File: src/rtl/elevator_scan_ctrl.sv
// SCAN elevator controller: serves a pending-request bitmap, keeping direction while work lies ahead.
// state | meaning: IDLE = car parked, door closed | MOVE = travelling one floor per TRAVEL_TICKS | DOOR = door open, timing DOOR_TICKS
module elevator_scan_ctrl #(
    parameter int NUM_FLOORS   = 8,
    parameter int TRAVEL_TICKS = 4,
    parameter int DOOR_TICKS   = 3,
    localparam int FLOOR_W     = $clog2(NUM_FLOORS)
) (
    input  logic                  clk,
    input  logic                  reset,
    input  logic [NUM_FLOORS-1:0] req_i,
    input  logic                  door_hold_i,
    output logic [FLOOR_W-1:0]    cur_floor_o,
    output logic                  dir_o,
    output logic                  door_o,
    output logic [2:0]            state_out_o,
    output logic [NUM_FLOORS-1:0] pending_o
);

    localparam logic [1:0] ST_IDLE = 2'd0;
    localparam logic [1:0] ST_MOVE = 2'd1;
    localparam logic [1:0] ST_DOOR = 2'd2;

    localparam int TW = $clog2(TRAVEL_TICKS + 1);
    localparam int DW = $clog2(DOOR_TICKS + 1);
    localparam logic [TW-1:0]      TRAVEL_LAST = TW'(TRAVEL_TICKS - 1);
    localparam logic [DW-1:0]      DOOR_LOAD   = DW'(DOOR_TICKS - 1);
    localparam logic [FLOOR_W-1:0] TOP         = FLOOR_W'(NUM_FLOORS - 1);

    logic [1:0]            state_q, state_d;
    logic [FLOOR_W-1:0]    floor_q, floor_d;
    logic                  dir_q, dir_d;
    logic                  door_q, door_d;
    logic [NUM_FLOORS-1:0] pend_q, pend_d;
    logic [TW-1:0]         tcnt_q, tcnt_d;
    logic [DW-1:0]         dcnt_q, dcnt_d;

    logic [NUM_FLOORS-1:0] clr;
    logic [NUM_FLOORS-1:0] above_c, below_c, above_n, below_n;
    logic [FLOOR_W-1:0]    nf;
    logic                  next_up, arr_dir;

    function automatic logic [NUM_FLOORS-1:0] above_mask(input logic [FLOOR_W-1:0] f);
        logic [NUM_FLOORS-1:0] m;
        for (int i = 0; i < NUM_FLOORS; i++) m[i] = (i > int'(f));
        return m;
    endfunction

    function automatic logic [NUM_FLOORS-1:0] below_mask(input logic [FLOOR_W-1:0] f);
        logic [NUM_FLOORS-1:0] m;
        for (int i = 0; i < NUM_FLOORS; i++) m[i] = (i < int'(f));
        return m;
    endfunction

    always_comb begin
        // The step direction is clamped at the shaft ends regardless of dir_q.
        next_up = (floor_q == '0) ? 1'b1 : (floor_q == TOP) ? 1'b0 : dir_q;
        nf      = next_up ? floor_q + FLOOR_W'(1) : floor_q - FLOOR_W'(1);
        arr_dir = (nf == TOP) ? 1'b0 : (nf == '0) ? 1'b1 : next_up;
        above_c = pend_q & above_mask(floor_q);
        below_c = pend_q & below_mask(floor_q);
        above_n = pend_q & above_mask(nf);
        below_n = pend_q & below_mask(nf);

        state_d = state_q;
        floor_d = floor_q;
        dir_d   = dir_q;
        door_d  = door_q;
        tcnt_d  = tcnt_q;
        dcnt_d  = dcnt_q;
        clr     = '0;

        case (state_q)
            ST_IDLE: begin
                door_d = 1'b0;
                if (pend_q[floor_q]) begin
                    state_d = ST_DOOR;
                    door_d  = 1'b1;
                    clr     = NUM_FLOORS'(1) << floor_q;
                    dcnt_d  = DOOR_LOAD;
                end else if (|above_c && |below_c) begin
                    state_d = ST_MOVE;
                    tcnt_d  = '0;
                end else if (|above_c) begin
                    state_d = ST_MOVE;
                    dir_d   = 1'b1;
                    tcnt_d  = '0;
                end else if (|below_c) begin
                    state_d = ST_MOVE;
                    dir_d   = 1'b0;
                    tcnt_d  = '0;
                end
            end
            ST_MOVE: begin
                door_d = 1'b0;
                if (tcnt_q == TRAVEL_LAST) begin
                    tcnt_d  = '0;
                    floor_d = nf;
                    if (pend_q[nf]) begin
                        state_d = ST_DOOR;
                        door_d  = 1'b1;
                        dir_d   = arr_dir;
                        clr     = NUM_FLOORS'(1) << nf;
                        dcnt_d  = DOOR_LOAD;
                    end else if (next_up ? |above_n : |below_n) begin
                        dir_d = next_up;
                    end else if (next_up ? |below_n : |above_n) begin
                        dir_d = ~next_up;
                    end else begin
                        state_d = ST_IDLE;
                        dir_d   = arr_dir;
                    end
                end else begin
                    tcnt_d = tcnt_q + TW'(1);
                end
            end
            ST_DOOR: begin
                // Requests for the open floor are absorbed and keep the door open.
                clr = NUM_FLOORS'(1) << floor_q;
                if (door_hold_i || req_i[floor_q]) begin
                    dcnt_d = DOOR_LOAD;
                end else if (dcnt_q == '0) begin
                    door_d  = 1'b0;
                    state_d = ST_IDLE;
                end else begin
                    dcnt_d = dcnt_q - DW'(1);
                end
            end
            default: begin
                state_d = ST_IDLE;
                door_d  = 1'b0;
            end
        endcase

        pend_d = (pend_q | req_i) & ~clr;
    end

    always_ff @(posedge clk or posedge reset) begin
        if (reset) begin
            state_q <= ST_IDLE;
            floor_q <= '0;
            dir_q   <= 1'b1;
            door_q  <= 1'b0;
            pend_q  <= '0;
            tcnt_q  <= '0;
            dcnt_q  <= '0;
        end else begin
            state_q <= state_d;
            floor_q <= floor_d;
            dir_q   <= dir_d;
            door_q  <= door_d;
            pend_q  <= pend_d;
            tcnt_q  <= tcnt_d;
            dcnt_q  <= dcnt_d;
        end
    end

    assign cur_floor_o = floor_q;
    assign dir_o       = dir_q;
    assign door_o      = door_q;
    assign state_out_o = {1'b0, state_q};
    assign pending_o   = pend_q;

endmodule

File: config.mk
export PLATFORM = sky130hd
export DESIGN_NAME = elevator_scan_ctrl
export DESIGN_NICKNAME = d
export VERILOG_FILES = /design/src/rtl/elevator_scan_ctrl.sv
export SDC_FILE = /design/constraint.sdc
export NUM_CORES = 1
export LEC_CHECK = 0
export BUFFER_PORTS_ARGS = -buffer_cell sky130_fd_sc_hd__buf_2
export CAP_MARGIN = 15
export CORE_ASPECT_RATIO = 0.6
export CORE_UTILIZATION = 51
export DETAILED_ROUTE_END_ITERATION = 12
export HOLD_SLACK_MARGIN = 0.03
export PLACE_DENSITY = 0.81
export SLEW_MARGIN = 25
export SYNTH_ARGS = -nofsm -noshare
export SYNTH_HDL_FRONTEND = slang
export SYNTH_SLANG_ARGS = --single-unit
File: constraint.sdc
create_clock -name clk -period 3.05 [get_ports clk]
set_input_delay 0 -clock clk [delete_from_list [all_inputs] [get_ports clk]]
set_output_delay 0 -clock clk [all_outputs]
set_load 0.02 [all_outputs]
-- After elaboration in Yosys (flattened, before gate mapping)
Index checks and enable logic that the tools add are counted.
- mux-type cells: 55
- equality and inequality tests: 18
- $lt $le $gt $ge: 30
- bitwise gates (word level): 8
- $add $sub $neg: 4
- shift operators: 2
- reductions and logical operators: 18
- operator list (cell ; count):
    8-bit OR reduction ; 4
    2-bit 2-to-1 mux ; 15
    8-bit bitwise AND ; 3
    3-bit greater-than comparator, first input constant ; 8
    8-bit 2-to-1 mux ; 3
    8-bit case mux with 3 select lines ; 1
    1-bit 2-to-1 mux ; 22
    3-bit less-than comparator, first input constant ; 6
    3-bit 2-to-1 mux ; 6
    8-bit by 7-bit bitwise AND with 8-bit output ; 2
    1-bit by 3-bit left shift with 8-bit output, first input constant ; 2
    2-bit != test, second input constant ; 7
    2-bit by 3-bit greater-than comparator with 1-bit output, first input constant ; 4
    1-bit by 3-bit less-than comparator with 1-bit output, first input constant ; 4
    2-bit by 3-bit less-than comparator with 1-bit output, first input constant ; 4
    3-bit != test, second input constant ; 4
    2-bit case mux with 3 select lines ; 2
    5-bit AND reduction ; 2
    1-bit binary-select mux with 3-bit select ; 3
    3-bit by 4-bit less-than comparator with 1-bit output, second input constant ; 2
    8-bit NOT ; 1
    8-bit OR ; 1
    3-bit by 1-bit adder with 3-bit output, second input constant ; 2
    3-bit == test, second input constant ; 2
    21 further kinds ; 25
- register bits: 20

-- Longest topological paths before layout
Gate-level depths: netlist of the first run.
- depth in word-level cells: 13
- gate-level depth with buffers: 10
- depth with buffers taken out: 9

-- Worst setup path before layout of the first run
No wires, ideal clock.
- path kind: register to register
- start: register floor_q[0], in the netlist cur_floor_o[0]
- end: register dir_q, in the netlist dir_o
- buffers on the path: 0
- cell stages (with the launch flop): 10
- data arrival time: 2.965 ns
- library setup time: 0.078 ns
- setup slack: 0.007 ns
- data required time: 2.972 ns
- cell sequence: dfrtp_1 > ha_1 > ha_1 > or2b_2 > nand2_2 > xor2_2 > mux4_2 > mux2_4 > or3_1 > a31o_1
- longest elaborated chain between the ends: 13
- ends and longest elaborated chain (what ; RTL line ; source):
    start: declaration ; 31 ; logic [FLOOR_W-1:0] floor_q, floor_d;
    start signal: assignment ; 149 ; floor_q <= floor_d;
    3-bit == test ; 57 ; next_up = (floor_q == '0) ? 1'b1 : (floor_q == TOP) ? 1'b0 : dir_q;
    1-bit 2-to-1 mux (2 in series) ; 57 ;
    3-bit 2-to-1 mux ; 58 ; nf = next_up ? floor_q + FLOOR_W'(1) : floor_q - FLOOR_W'(1);
    1-bit by 3-bit greater-than comparator with 1-bit output (tied with other cells) ; 45 ; for (int i = 0; i < NUM_FLOORS; i++) m[i] = (i > int'(f));
    8-bit bitwise AND / 8-bit by 7-bit bitwise AND with 8-bit output (equally long branches) ; 62, 63 ;
    8-bit OR reduction ; 105, 107 ;
    1-bit 2-to-1 mux (2 in series) ; 107 ; end else if (next_up ? |below_n : |above_n) begin
    1-bit 2-to-1 mux ; 105 ; end else if (next_up ? |above_n : |below_n) begin
    1-bit 2-to-1 mux ; 99 ; if (pend_q[nf]) begin
    1-bit 2-to-1 mux ; 96 ; if (tcnt_q == TRAVEL_LAST) begin
    1-bit case mux with 2 select lines ; 73 ; case (state_q)
    end signal: assignment ; 150 ; dir_q <= dir_d;
    end: declaration ; 32 ; logic dir_q, dir_d;
Parallel ways exist; a longest one is shown, timed or not. The select of a mux whose other input is x is not followed.
A chain may end at the register's enable or synchronous reset.

-- Worst setup path after layout of the first run
Same ends and word-level chain as after synthesis.

==> results of run 1 <==
-- power breakdown --
group	internal, W	total (W)	switching (W)
Clock	0.000115	0.000205	0.0000896
Sequential	0.000357	0.000489	0.000132
Combinational	0.000579	0.00146	0.000883
-- routing by layer --
metal  routed length, um  GRT usage [%]
met3                 547           5.94
met2                2130           44.7
met4                  82           4.23
met5                   0              0
met1                2260           43.4
-- per-stage QoR --
| step | cells | hold WS [ns] |
|---|---|---|
| after floorplan | 197 | -0.0369 |
| after global placement | 267 | 0.169 |
| after detailed placement | 267 | 0.177 |
| after CTS | 274 | 0.0398 |
| after global routing | 274 | 0.0545 |
| final | 274 | 0.0505 |
-- synth_stat cells, types with 2 or more instances --
master / n / share of area (%)
dfrtp_1: 19 / 28
mux2i_1: 9 / 5.3
o31a_1: 2 / 1.0
nand3_1: 3 / 0.88
nand3b_1: 2 / 0.88
nand2_1: 9 / 2.0
nor2_1: 19 / 4.2
a311oi_1: 2 / 1.0
a31oi_1: 4 / 1.5
a221o_1: 2 / 1.2
xnor2_1: 2 / 1.0
clkbuf_1: 3 / 0.66
inv_1: 10 / 2.2
mux4_2: 2 / 2.7
buf_2: 3 / 0.88
and2_1: 2 / 0.74
o311ai_0: 2 / 1.0
nor4_1: 4 / 1.5
ha_1: 9 / 6.6
a21oi_1: 15 / 4.4
nor2b_1: 3 / 1.1
o31ai_1: 2 / 0.88
o221a_2: 2 / 1.3
or2b_2: 2 / 1.0
o211ai_1: 2 / 0.88
or3_1: 2 / 0.74
o21a_1: 2 / 0.88
o21ai_0: 16 / 4.7
nor3_1: 3 / 0.88
a211oi_1: 5 / 2.2
nand2b_1: 8 / 2.9
a221oi_1: 4 / 2.1
-- sequential cells by signal, indices dropped and copies added, names as in the netlist --
name,flops
tcnt_q,3
cur_floor_o,3
door_o,1
pending_o,8
dir_o,1
dcnt_q,2
state_q,2
-- layout make-up --
type	instances	area share (%)
clock buffers	4	2.72
multi-input cells	158	56.1
repair buffers	38	11.6
flip-flops and latches	20	24.8
well taps	42	2.60
inverters	12	2.23
-- what timing repair did --
item                                    in CTS  in global routing
hold buffers                                 3                  0
gates resized for setup                      0                  4
endpoints found under the setup margin       0                  3
endpoints found under the hold margin       21                  0
-- tightest hold or removal path, stage by stage --
cell and delay [ns]:
buf_2 0.11, nor2_1 0.10, a311oi_1 0.06
-- cells by family after synthesis --
logic type / Yosys count
AO/OA/AOI/OAI: 70
AND/OR/NAND/NOR: 62
flip-flops: 20
buffers and inverters: 19
multiplexers: 13
adder cells (fa/ha/maj): 9
XOR/XNOR: 3
other: 1
-- worst max path at each step --
stage	startpoint	end	slack [ns]
CTS	cur_floor_o[0]$_DFFE_PP0P_	dir_o$_DFFE_PP1P_	0.05
global route	cur_floor_o[0]$_DFFE_PP0P_	dir_o$_DFFE_PP1P_	0.01
global placement	cur_floor_o[0]$_DFFE_PP0P_	dir_o$_DFFE_PP1P_	0.17
detailed placement	cur_floor_o[0]$_DFFE_PP0P_	dir_o$_DFFE_PP1P_	0.08
floorplan	cur_floor_o[0]$_DFFE_PP0P_	dir_o$_DFFE_PP1P_	0.007
finish	cur_floor_o[0]$_DFFE_PP0P_	dir_o$_DFFE_PP1P_	0.13
==> run_results.csv, run 1 <==
group,metric,value,unit
synth,avgSynthCellArea,8.61,um2
layout,regArea,502,um2
synth,synthesis.instances,197,
synth,synth.net_count,217,
placement,portBuffers,25,
detailed_routing,viasPerCell,6.39,
global_routing,grt_pass1_wl,7.83,mm
timing,setup_slack,0.125,ns
layout,areaGrowthSynthToFinish,19.2,%
die,die_h,46.7,um
die,rows,15,
critical_path,path_delay_family,"multiplexers",
synth,synth_edf_count,0,
clock_tree,root_buffer,"clkbuf_8",
worst_hold_path,hold_class,"in -> reg",
worst_hold_path,min_path_cells,3,
worst_hold_path,min_from,"req_i[5]",
die,ios,27,
detailed_routing,drc,0,
clock_tree,cts_tree,"yes",
critical_path,path_class,"reg -> reg",
clock_tree,htreeDepth,1,
clock_tree,cts_buffers,3,
timing,slew_violations,0,
critical_path,setup.worst_path.start_class,"flip-flop",
critical_path,worstPathCellList,"ha_1 > ha_1 > or2b_4 > nand2_4 > xor2_4 > mux4_2 > mux2_4 > or3_1 > a31o_1",
detailed_routing,vias,1752,
timing,period_needed,2.92,ns
critical_path,cp_common_cell,"ha_1",
timing,relSlewSlack,49.1,%
job,drv_cap,0,
timing,tightest_slew,0.763,ns
synth,ys_ff_latch,20,
timing,max_freq,0.342,GHz
detailed_routing,detail_route.wl_per_cell,18.3,um
layout,multi_input_area,1130,um2
detailed_routing,firstDrtPassIters,7,
die,die_width,76.5,um
synth,synthSimpleGateAreaFrac,19.1,%
synth,synth_seq_area_share,29.6,%
global_routing,grtUsageTotal,29.2,%
placement,hpwl,3.57,mm
critical_path,rr_worst_depth,9,
timing,fin_crit_sh,95.9,%
timing,rsz0062_at_grt,"no",
synth,synth-xor-area-share,1.99,%
critical_path,required,3.24,ns
synth,synth_top_family_by_area,"compound AO/OA/AOI/OAI gates",
synth,yosysWarnings,0,
power,leakage,0.870,nW
critical_path,cp_num_cells,9,
layout,nFillCells,277,
die,core-area,3020,um2
synth,yosys-mux-area-fraction,9.51,%
clock_tree,cts.sinks,20,
placement,dpl_cell_area,1920,um2
timing,hold_violations,0,
critical_path,endpoint_kind,"flip-flop",
clock_tree,cts_setup_buffers,0,
synth,synth_flop_cell,"dfrtp_1",
layout,postLayoutCoreUtil,67.0,%
clock_tree,clock_path_buffers,2,
synth,async_flop_share,100,%
detailed_routing,ant_nets,0,
critical_path,cp.arrival,3.12,ns
outcome,status,"finished, final reports clean",
clock_tree,clk_latency,0.26,ns
layout,design_area,2020,um2
layout,n_antenna_cell,0,
layout,final_cell_mix,"buf_2, nor2_1, dfrtp_1",
synth,synth_cell_types,55,
global_routing,grt_antenna_before_repair,0,
layout,final_common_cell,"buf_2",
synth,synth_area,1700,um2
layout,drive_above_1_share,22.8,%
global_routing,grt_max_degree,24,
layout,nets,253,
critical_path,cpPeakStageDelay,0.54,ns
clock_tree,clk_pin_slew,0.08,ns
critical_path,worst_r2r_endpoint,"dir_o$_DFFE_PP1P_",
critical_path,path_buf_inv,0,
critical_path,slowest_stage,"mux4_2",
synth,synthAdderAreaFrac,6.64,%
synth,synth_compound_area_share,28.3,%
power,ir_worst_vdd,0.000440,V
placement,pre_cts_ws,0.0848,ns
detailed_routing,routed_wl,5.01,mm
global_routing,grt_pass1_vias,1562,
detailed_routing,drtIter0Drc,262,
critical_path,cp_max_fo,6,
timing,finalSetupViolations,0,
power,power,0.00216,W
global_routing,grt_overflow,0,
power,powerDensity,1070,nW/um2
placement,gp_congestion,0.935,
worst_hold_path,hold_end,"pending_o[5]$_DFF_PP0_",
critical_path,crit-reg2reg-launch,"cur_floor_o[0]$_DFFE_PP0P_",
timing,fin_skew,0.00360,ns
die,die_area,3570,um2
die,start_util,56.1,%
timing,setup_tns,0,ns
critical_path,rrSetupSlack,0.13,ns
No activity file was read; power rests on OpenSTA's default activity.
==> run 2: changes to the inputs <==
--- a/config.mk
+++ b/config.mk
@@ -13,3 +13,3 @@
 export HOLD_SLACK_MARGIN = 0.03
-export PLACE_DENSITY = 0.81
+export PLACE_DENSITY_LB_ADDON = 0.2
 export SLEW_MARGIN = 25
==> constraint.sdc (replaced) <==
create_clock -name clk -period 3.05 [get_ports clk]
set_input_delay 0.4575 -clock clk [delete_from_list [all_inputs] [get_ports clk]]
set_output_delay 0.4575 -clock clk [all_outputs]
set_load 0.02 [all_outputs]
==> run_results.csv, run 2 (same netlist as run 1, synthesis figures left out) <==
group,metric,value,unit
outcome,status,"finished, final reports clean",
critical_path,endpoint_kind,"flip-flop",
clock_tree,htreeDepth,1,
global_routing,grtUsageTotal,28.0,%
placement,portBuffers,25,
global_routing,grt_pass1_wl,7.43,mm
clock_tree,clk_pin_slew,0.07,ns
detailed_routing,drc,0,
detailed_routing,ant_nets,0,
critical_path,cp.arrival,3.08,ns
placement,gp_congestion,0.952,
critical_path,setup.worst_path.start_class,"flip-flop",
power,ir_worst_vdd,0.000538,V
global_routing,grt_overflow,0,
clock_tree,cts_buffers,3,
layout,areaGrowthSynthToFinish,17.8,%
die,ios,27,
clock_tree,clock_path_buffers,2,
timing,max_freq,0.338,GHz
critical_path,cp_max_fo,4,
power,power,0.00218,W
die,rows,15,
worst_hold_path,hold_class,"in -> async",
power,leakage,0.861,nW
layout,n_antenna_cell,0,
die,core-area,3020,um2
layout,drive_above_1_share,23.1,%
timing,tightest_slew,0.761,ns
die,die_width,76.5,um
timing,setup_tns,0,ns
layout,design_area,2000,um2
clock_tree,root_buffer,"clkbuf_8",
placement,dpl_cell_area,1910,um2
detailed_routing,detail_route.wl_per_cell,18.3,um
die,die_h,46.7,um
clock_tree,clk_latency,0.26,ns
timing,period_needed,2.96,ns
layout,final_cell_mix,"buf_2, nor2_1, dfrtp_1",
timing,fin_crit_sh,97.0,%
critical_path,required,3.17,ns
job,drv_cap,0,
die,die_area,3570,um2
die,start_util,56.1,%
clock_tree,cts.sinks,20,
clock_tree,cts_tree,"yes",
timing,slew_violations,0,
timing,finalSetupViolations,0,
detailed_routing,firstDrtPassIters,6,
power,powerDensity,1090,nW/um2
global_routing,grt_max_degree,24,
timing,relSlewSlack,49.2,%
timing,fin_skew,0.00138,ns
detailed_routing,routed_wl,4.95,mm
layout,largest_reg_flops,8,
global_routing,grt_pass1_vias,1515,
timing,hold_violations,0,
layout,final_common_cell,"buf_2",
detailed_routing,vias,1777,
global_routing,grt_antenna_before_repair,0,
detailed_routing,viasPerCell,6.56,
critical_path,path_class,"reg -> reg",
placement,hpwl,3.63,mm
layout,nets,250,
detailed_routing,drtIter0Drc,310,
clock_tree,hold_buffers,0,
[run 2: metal layers]
metal / vias up / track usage (%) / part of all wire [%]
li1: 805 / - / -
met1: 799 / 37.2 / 42
met2: 146 / 46.7 / 42
met3: 27 / 7.13 / 13
met4: 0 / 6.54 / 3.0
met5: - / 0 / 0
[run 2: worst max-delay path, cell delays in order (launching register included)]
cell	delay, ns
dfrtp_1	0.40
ha_1	0.23
ha_1	0.19
or2b_2	0.34
nand2_4	0.11
xor2_4	0.19
mux4_2	0.55
mux2i_1	0.32
nor4_1	0.12
a221oi_1	0.38
[run 2: repair_timing]
item,in CTS,in global routing
buffers inserted,0,1
endpoints found under the setup margin,0,4
resized for setup,0,4
[run 2: final timing paths]
path	slack, ns	start	end	depth (start not counted)
setup / recovery	0.09	cur_floor_o[0]$_DFFE_PP0P_	pending_o[3]$_DFF_PP0_	9
setup reg to reg	0.09	cur_floor_o[0]$_DFFE_PP0P_	pending_o[3]$_DFF_PP0_	9
max in group asynchronous	2.25	reset	pending_o[3]$_DFF_PP0_	2
hold / removal	0.32	reset	pending_o[7]$_DFF_PP0_	2
hold reg to reg	0.52	door_o$_DFFE_PP0P_	door_o$_DFFE_PP0P_	1
min in group clk	0.48	req_i[1]	pending_o[1]$_DFF_PP0_	3
[run 2: final cells by class]
class	instances	area, um2
Clock buffer	4	55.1
Fill cell	243	1020
Inverter	12	45.0
Multi-Input combinational cell	158	1140
Sequential cell	20	502
Tap cell	42	52.6
Timing Repair Buffer	35	204
[run 2: power breakdown]
group	switching, W	internal (W)	total [W]
Clock	0.0000874	0.000115	0.000202
Sequential	0.000131	0.000357	0.000489
Combinational	0.000907	0.000586	0.00149
Total	0.00113	0.00106	0.00218
[run 2: through the flow]
step           utilization, %  cells  hold WS [ns]  setup WS, ns
6_report                 66.1    271         0.325        0.0902
5_1_grt                  66.1    271         0.375      -0.00168
4_1_cts                  65.0    270         0.353        0.0776
3_5_place_dp             63.1    266         0.508         0.111
3_3_place_gp             63.1    266         0.493         0.154
2_1_floorplan               -    197         0.421       0.00682
